$ cat src/rtl/pipe_hazard_ctrl_pkg.sv
// Shared types for the pipeline hazard/forwarding controller.
// Shadow entries carry register fields at a fixed maximum width so the struct stays parameter-free.
package haz_pkg;

  localparam int unsigned RF_W_MAX = 8;
  localparam int unsigned FWD_RF   = 0;

  typedef struct packed {
    logic                valid;
    logic [RF_W_MAX-1:0] rd;
    logic                reg_write;
    logic                is_load;
    logic [RF_W_MAX-1:0] rs1;
    logic [RF_W_MAX-1:0] rs2;
  } haz_entry_t;

  typedef enum logic [1:0] {
    NONE,
    LU_STALL,
    FLUSH,
    FREEZE
  } haz_action_e;

  // An entry that will really update a non-zero architectural register.
  function automatic logic is_writer(haz_entry_t e);
    return e.valid && e.reg_write && (e.rd != '0);
  endfunction

endpackage

$ cat src/rtl/pipe_hazard_ctrl_fwd_select.sv
// Priority matcher for one EX source register: picks the youngest stage able to forward it.
module fwd_select
  import haz_pkg::*;
#(
  parameter int unsigned N     = 3,
  parameter int unsigned FWD_W = 2
) (
  input  haz_entry_t [N-1:0] ents,
  input  logic [RF_W_MAX-1:0] src,
  input  logic                en,
  output logic [FWD_W-1:0]    sel
);

  logic [N-1:1] hit;
  logic         unused_bits;

  // Loads can only forward once their data exists, i.e. from WB.
  for (genvar k = 1; k < N; k++) begin : g_hit
    assign hit[k] = is_writer(ents[k]) && (ents[k].rd == src) &&
                    (!ents[k].is_load || (k == N - 1));
  end

  // Scan oldest to youngest so the youngest match wins.
  always_comb begin
    sel = FWD_W'(FWD_RF);
    for (int k = N - 1; k >= 1; k--) begin
      if (hit[k]) sel = FWD_W'(k);
    end
    if (!en) sel = FWD_W'(FWD_RF);
  end

  always_comb begin
    unused_bits = ^ents[0];
    for (int k = 1; k < N; k++) begin
      unused_bits = unused_bits ^ (^{ents[k].rs1, ents[k].rs2});
    end
  end

endmodule

$ cat src/rtl/pipe_hazard_ctrl.sv
// Hazard and forwarding controller for the in-order pipeline with MEM_STAGES memory stages.
// Optional saturating perf counters when HAZ_PERF_CNT_EN is defined.
module pipe_hazard_ctrl
  import haz_pkg::*;
#(
  parameter  int unsigned MEM_STAGES = 1,
  parameter  int unsigned RF_ADDR_W  = 5,
  parameter  int unsigned CNT_W      = 32,
  localparam int unsigned FWD_W      = $clog2(MEM_STAGES + 2)
) (
  input  logic                 clk,
  input  logic                 reset,
  input  logic                 id_valid,
  input  logic [RF_ADDR_W-1:0] id_rs1,
  input  logic [RF_ADDR_W-1:0] id_rs2,
  input  logic                 id_rs1_used,
  input  logic                 id_rs2_used,
  input  logic [RF_ADDR_W-1:0] id_rd,
  input  logic                 id_reg_write,
  input  logic                 id_mem_read,
  input  logic                 ex_br_taken,
  input  logic                 mem_busy,
  output logic                 pc_hold,
  output logic                 if_id_hold,
  output logic                 if_id_flush,
  output logic                 id_ex_bubble,
  output logic                 pipe_freeze,
  output logic [FWD_W-1:0]     fwd_a_sel,
  output logic [FWD_W-1:0]     fwd_b_sel
`ifdef HAZ_PERF_CNT_EN
  ,
  output logic [CNT_W-1:0]     lu_stall_cnt,
  output logic [CNT_W-1:0]     flush_cnt,
  output logic [CNT_W-1:0]     freeze_cnt
`endif
);

  localparam int unsigned N = MEM_STAGES + 2;

  haz_entry_t [N-1:0]      s;
  haz_entry_t              id_entry;
  haz_action_e             action;
  logic [MEM_STAGES-1:0]   lu_hit;
  logic                    lu;
  logic                    fwd_en;

  always_comb begin
    id_entry           = '0;
    id_entry.valid     = id_valid;
    id_entry.rd        = RF_W_MAX'(id_rd);
    id_entry.reg_write = id_reg_write;
    id_entry.is_load   = id_mem_read;
    id_entry.rs1       = RF_W_MAX'(id_rs1);
    id_entry.rs2       = RF_W_MAX'(id_rs2);
  end

  // A load still short of WB cannot feed the ID instruction when it reaches EX.
  for (genvar j = 0; j < MEM_STAGES; j++) begin : g_lu
    assign lu_hit[j] = is_writer(s[j]) && s[j].is_load &&
                       ((id_rs1_used && (s[j].rd == id_entry.rs1)) ||
                        (id_rs2_used && (s[j].rd == id_entry.rs2)));
  end
  assign lu = id_valid && (|lu_hit);

  // Arbitration: freeze > flush > load-use; flush wins because the stalled instruction is dead.
  always_comb begin
    action = NONE;
    if (reset)            action = NONE;
    else if (mem_busy)    action = FREEZE;
    else if (ex_br_taken) action = FLUSH;
    else if (lu)          action = LU_STALL;
  end

  always_comb begin
    pc_hold      = 1'b0;
    if_id_hold   = 1'b0;
    if_id_flush  = 1'b0;
    id_ex_bubble = 1'b0;
    pipe_freeze  = 1'b0;
    case (action)
      FREEZE: begin
        pc_hold     = 1'b1;
        if_id_hold  = 1'b1;
        pipe_freeze = 1'b1;
      end
      FLUSH: begin
        if_id_flush  = 1'b1;
        id_ex_bubble = 1'b1;
      end
      LU_STALL: begin
        pc_hold      = 1'b1;
        if_id_hold   = 1'b1;
        id_ex_bubble = 1'b1;
      end
      default: ;
    endcase
  end

  // Shadow pipeline: s[0] is EX, s[N-1] is WB.
  always_ff @(posedge clk) begin
    if (reset) begin
      s <= '0;
    end else begin
      case (action)
        FREEZE:          s <= s;
        FLUSH, LU_STALL: s <= {s[N-2:0], haz_entry_t'('0)};
        default:         s <= {s[N-2:0], id_entry};
      endcase
    end
  end

  assign fwd_en = s[0].valid && !reset;

  fwd_select #(.N(N), .FWD_W(FWD_W)) u_fwd_a (
    .ents (s),
    .src  (s[0].rs1),
    .en   (fwd_en),
    .sel  (fwd_a_sel)
  );

  fwd_select #(.N(N), .FWD_W(FWD_W)) u_fwd_b (
    .ents (s),
    .src  (s[0].rs2),
    .en   (fwd_en),
    .sel  (fwd_b_sel)
  );

`ifdef HAZ_PERF_CNT_EN
  // Saturating event counters for the winning action of each cycle.
  always_ff @(posedge clk) begin
    if (reset) begin
      lu_stall_cnt <= '0;
      flush_cnt    <= '0;
      freeze_cnt   <= '0;
    end else begin
      if (action == LU_STALL && lu_stall_cnt != '1) lu_stall_cnt <= lu_stall_cnt + CNT_W'(1);
      if (action == FLUSH    && flush_cnt    != '1) flush_cnt    <= flush_cnt + CNT_W'(1);
      if (action == FREEZE   && freeze_cnt   != '1) freeze_cnt   <= freeze_cnt + CNT_W'(1);
    end
  end
`endif

endmodule

$ cat config.mk
export PLATFORM = sky130hd
export DESIGN_NAME = pipe_hazard_ctrl
export DESIGN_NICKNAME = d
export VERILOG_FILES = /design/src/rtl/pipe_hazard_ctrl_pkg.sv /design/src/rtl/pipe_hazard_ctrl_fwd_select.sv /design/src/rtl/pipe_hazard_ctrl.sv
export SDC_FILE = /design/constraint.sdc
export NUM_CORES = 1
export LEC_CHECK = 0
export ABC_AREA = 1
export ABC_CLOCK_PERIOD_IN_PS = 3600
export CAP_MARGIN = 20
export CORE_UTILIZATION = 45
export DETAILED_ROUTE_END_ITERATION = 7
export HOLD_SLACK_MARGIN = 0.1
export PLACE_DENSITY = 0.7
export RECOVER_POWER = 25
export SYNTH_ARGS = -nofsm -noshare
export SYNTH_HDL_FRONTEND = slang
export SYNTH_SLANG_ARGS = --single-unit
$ cat constraint.sdc
create_clock -name clk -period 3.6 [get_ports clk]
set_input_delay 0.72 -clock clk [delete_from_list [all_inputs] [get_ports clk]]
set_output_delay 0.72 -clock clk [all_outputs]
set_load 0.1 [all_outputs]
==> impl_results.md <==
- Vias post-DR: 1,653
- Number of buffers added by the clock tree synthesis step: 5
- Average routed wire per standard cell: ~14 µm
- Die boundary width: about 63 µm
- Final routed DRC violation total: 0
- Run status: finished, final reports clean
- Setup slack of the critical path after layout: roughly 0.39 ns
- Master of the slowest instance on the critical path: dlygate4sd3_1
- Register clock-pin slew on the reported worst setup and hold paths: about 0.06 ns
- Worst Setup Start Kind: input pin
- Leading cell types by total area after synthesis: dfxtp_1 39%, nand2_1 14%, o22ai_1 9.0%
- Post-synth top area cell: dfxtp_1
- Number of nets in the synthesized netlist: 271
- Final standard cell area without fillers: around 0.0022 mm²
- Router iterations before antenna repair: 4
- Hold-fix buffer count after cts: 0
- Worst clock skew on the final layout: around 0.0094 ns
- Number of sinks handled by clock tree synthesis: 33
- Worst Path Required: between 2 and 3 ns
- TritonCTS clock tree: done
- Kind of end point of the critical path: primary output
- Cell chosen for the clock root: clkbuf_8
- Effective utilization at floorplan: 0.486
- Synthesized netlist cell count: between 200 and 250
- Multi-input gate area: around 800 µm²
- Delay of the slowest cell on the worst path: approximately 0.58 ns
- Netlist area before placement: roughly 0.0017 mm²
- Largest reg by FF count: s
- Yosys top cell area share: 0.395
- Post-CTS Resized: 0
- Power density over cell area: 395 mW/mm²
- FP Rows: 21
- Number of library cell types mapped by synthesis: 25
- Fraction of the yosys area taken by sequential cells: 0.395
- Area growth from synthesis to final layout: 29.1%
- Skew-Pair Late Insertion Delay: approximately 0.29 ns
- Post-CTS setup buffers: 0
- Worst Setup Slack post-DPL: 0.502 ns
- Number of placed I/O pins: 33
- Aggregate routed wire length: 4550 µm
- Buffers added on ports: 32
- Number of vias per cell after detailed routing: 5.07
- Min Clock Period, post-route: about 3.2 ns
- Warnings, synthesis: 0
- End-of-flow core utilization: 0.627
- Chain of cells forming the critical path: dlygate4sd3_1, nor2_1, a21oi_1, ha_1, clkinv_1, buf_12
- Most frequent standard cell in the layout excluding fill and tap cells: nand2_1
- Remaining global-route overflow: 0
- Total of flip-flops plus latches after synthesis: 33
- Number of levels the H-tree was split into: 2
- Slew Limit Headroom: 0.0639
- Area taken by flip-flops and latches: roughly 660 µm²
- Period utilization: 0.892
- Initial DRC count: ~110
- Max-capacitance violation count: 0
- Filler Cells Inserted: about 330
- Number of standard cells in the final layout excluding fillers: approximately 330
- Setup violation total in the final timing report: 0
- Total Power: 852 µW
- Placement Cell Area: ~0.0021 mm²
- Critical Path AT: 2.49 ns
- Number of placed instances, taps included: about 320
- Pins over their slew limit: 0
- Largest registers: s: 33 flops
- Chip height: 63.0 µm
- Detailed placement HPWL: around 3300 µm
- Final weighted congestion of routability-driven global placement: between 0.8 and 0.9
- Crit Path Max Fanout: 6
- Actual transition at the worst max-transition pin: about 1.4 ns
- Per-instance average area after synthesis: between 6 and 7 µm²
- Antenna Nets Post-Route: 0
- Overall track demand over capacity in global routing: 0.246
- Buffers from clock root to sink, at most: 2
- Pin count of the biggest net entering global routing: 32
- Number of antenna cells inserted: 0
- Die Outline Area: around 0.004 mm²
- Initial antenna violation count: 0
- Leakage: 0.912 nW
- Kind of critical path: in2out
- Final nets: approximately 310
- Max Clock Freq: approximately 0.31 GHz
- Setup repair after global routing missed its margin: false
- Fraction of layout instances using a drive strength above 1: 0.0821
- Max rail drop VDD: ~0.00026 V
- Most used cells in the layout excluding fill and tap cells: 62 x nand2_1, 39 x inv_1, 33 x dfxtp_1, 26 x nor2_1, 24 x o22ai_1
- Class of the most critical hold timing path: reg2reg
- Wire length of the first global-routing pass: roughly 7400 µm
- Max reg flops: 33
- Core box area: 0.00344 mm²
- Final hold violations: 0
- Via count of the first global-routing pass: ~1.5k
## routing by layer
layer / routed length, µm / vias up / global-route usage / part of all wire
met5: 0 / - / 0 / 0
met4: 61 / 0 / 0.0959 / 0.013
met3: 163 / 6 / 0.0474 / 0.036
met2: 1960 / 37 / 0.366 / 0.43
met1: 2360 / 739 / 0.346 / 0.52
li1: - / 871 / - / -
## per-stage QoR
stage                     hold slack [ns]  setup TNS [ns]
final                               0.452               0
after global routing                0.478               0
after CTS                           0.447               0
after detailed placement            0.435               0
after global placement              0.434               0
after floorplan                     0.419          -0.126
## final cells by class
class,instances,area share
Clock buffer,7,0.0400
Inverter,43,0.0747
Multi-Input combinational cell,162,0.371
Sequential cell,33,0.306
Tap cell,46,0.0267
Timing Repair Buffer,35,0.181
## power breakdown
group          leakage, nW  internal (mW)  switching [mW]  total, mW
clock               0.0443          0.152           0.132      0.283
sequential           0.269          0.381          0.0118      0.392
combinational        0.599         0.0707           0.106      0.177
total                0.912          0.603           0.250      0.852
## worst paths after layout
check                     startpoint                 end  slack [ns]  cells after the start
setup / recovery               reset        id_ex_bubble        0.39                      6
hold reg to reg   s[80]$_SDFFE_PP0N_  s[80]$_SDFFE_PP0N_        0.45                      2
hold / removal    s[80]$_SDFFE_PP0N_  s[80]$_SDFFE_PP0N_        0.45                      2
setup reg to reg  s[22]$_SDFFE_PP0N_   s[9]$_SDFFE_PP0N_        1.62                     11
## logic make-up after synthesis
group,share of synthesized area
AND/OR/NAND/NOR,0.270
flip-flops,0.395
XOR/XNOR,0.0157
buffers and inverters,0.121
AO/OA/AOI/OAI,0.191
adder cells (fa/ha/maj),0.00748
## critical path, delay by kind of cell
family	cells	cell delay, ns
buffers and inverters	3	0.88
AOI/OAI and AO/OA	1	0.09
adders and majority gates	1	0.34
and+or+nand+nor	1	0.46
## synth_stat cells, drive strengths merged
| cell type | n |
|---|---|
| o32ai | 7 |
| clkinv | 1 |
| nand3 | 10 |
| buf | 7 |
| clkbuf | 1 |
| o22ai | 24 |
| dfxtp | 33 |
| inv | 42 |
| nor2 | 26 |
| a21oi | 7 |
| nand2 | 64 |
| o21a | 1 |
| o31ai | 1 |
| xor2 | 2 |
| nor3 | 3 |
| nand4 | 5 |
| ha | 1 |
| o21ai | 10 |
| xnor2 | 1 |
(Power assumes the default switching activity.)
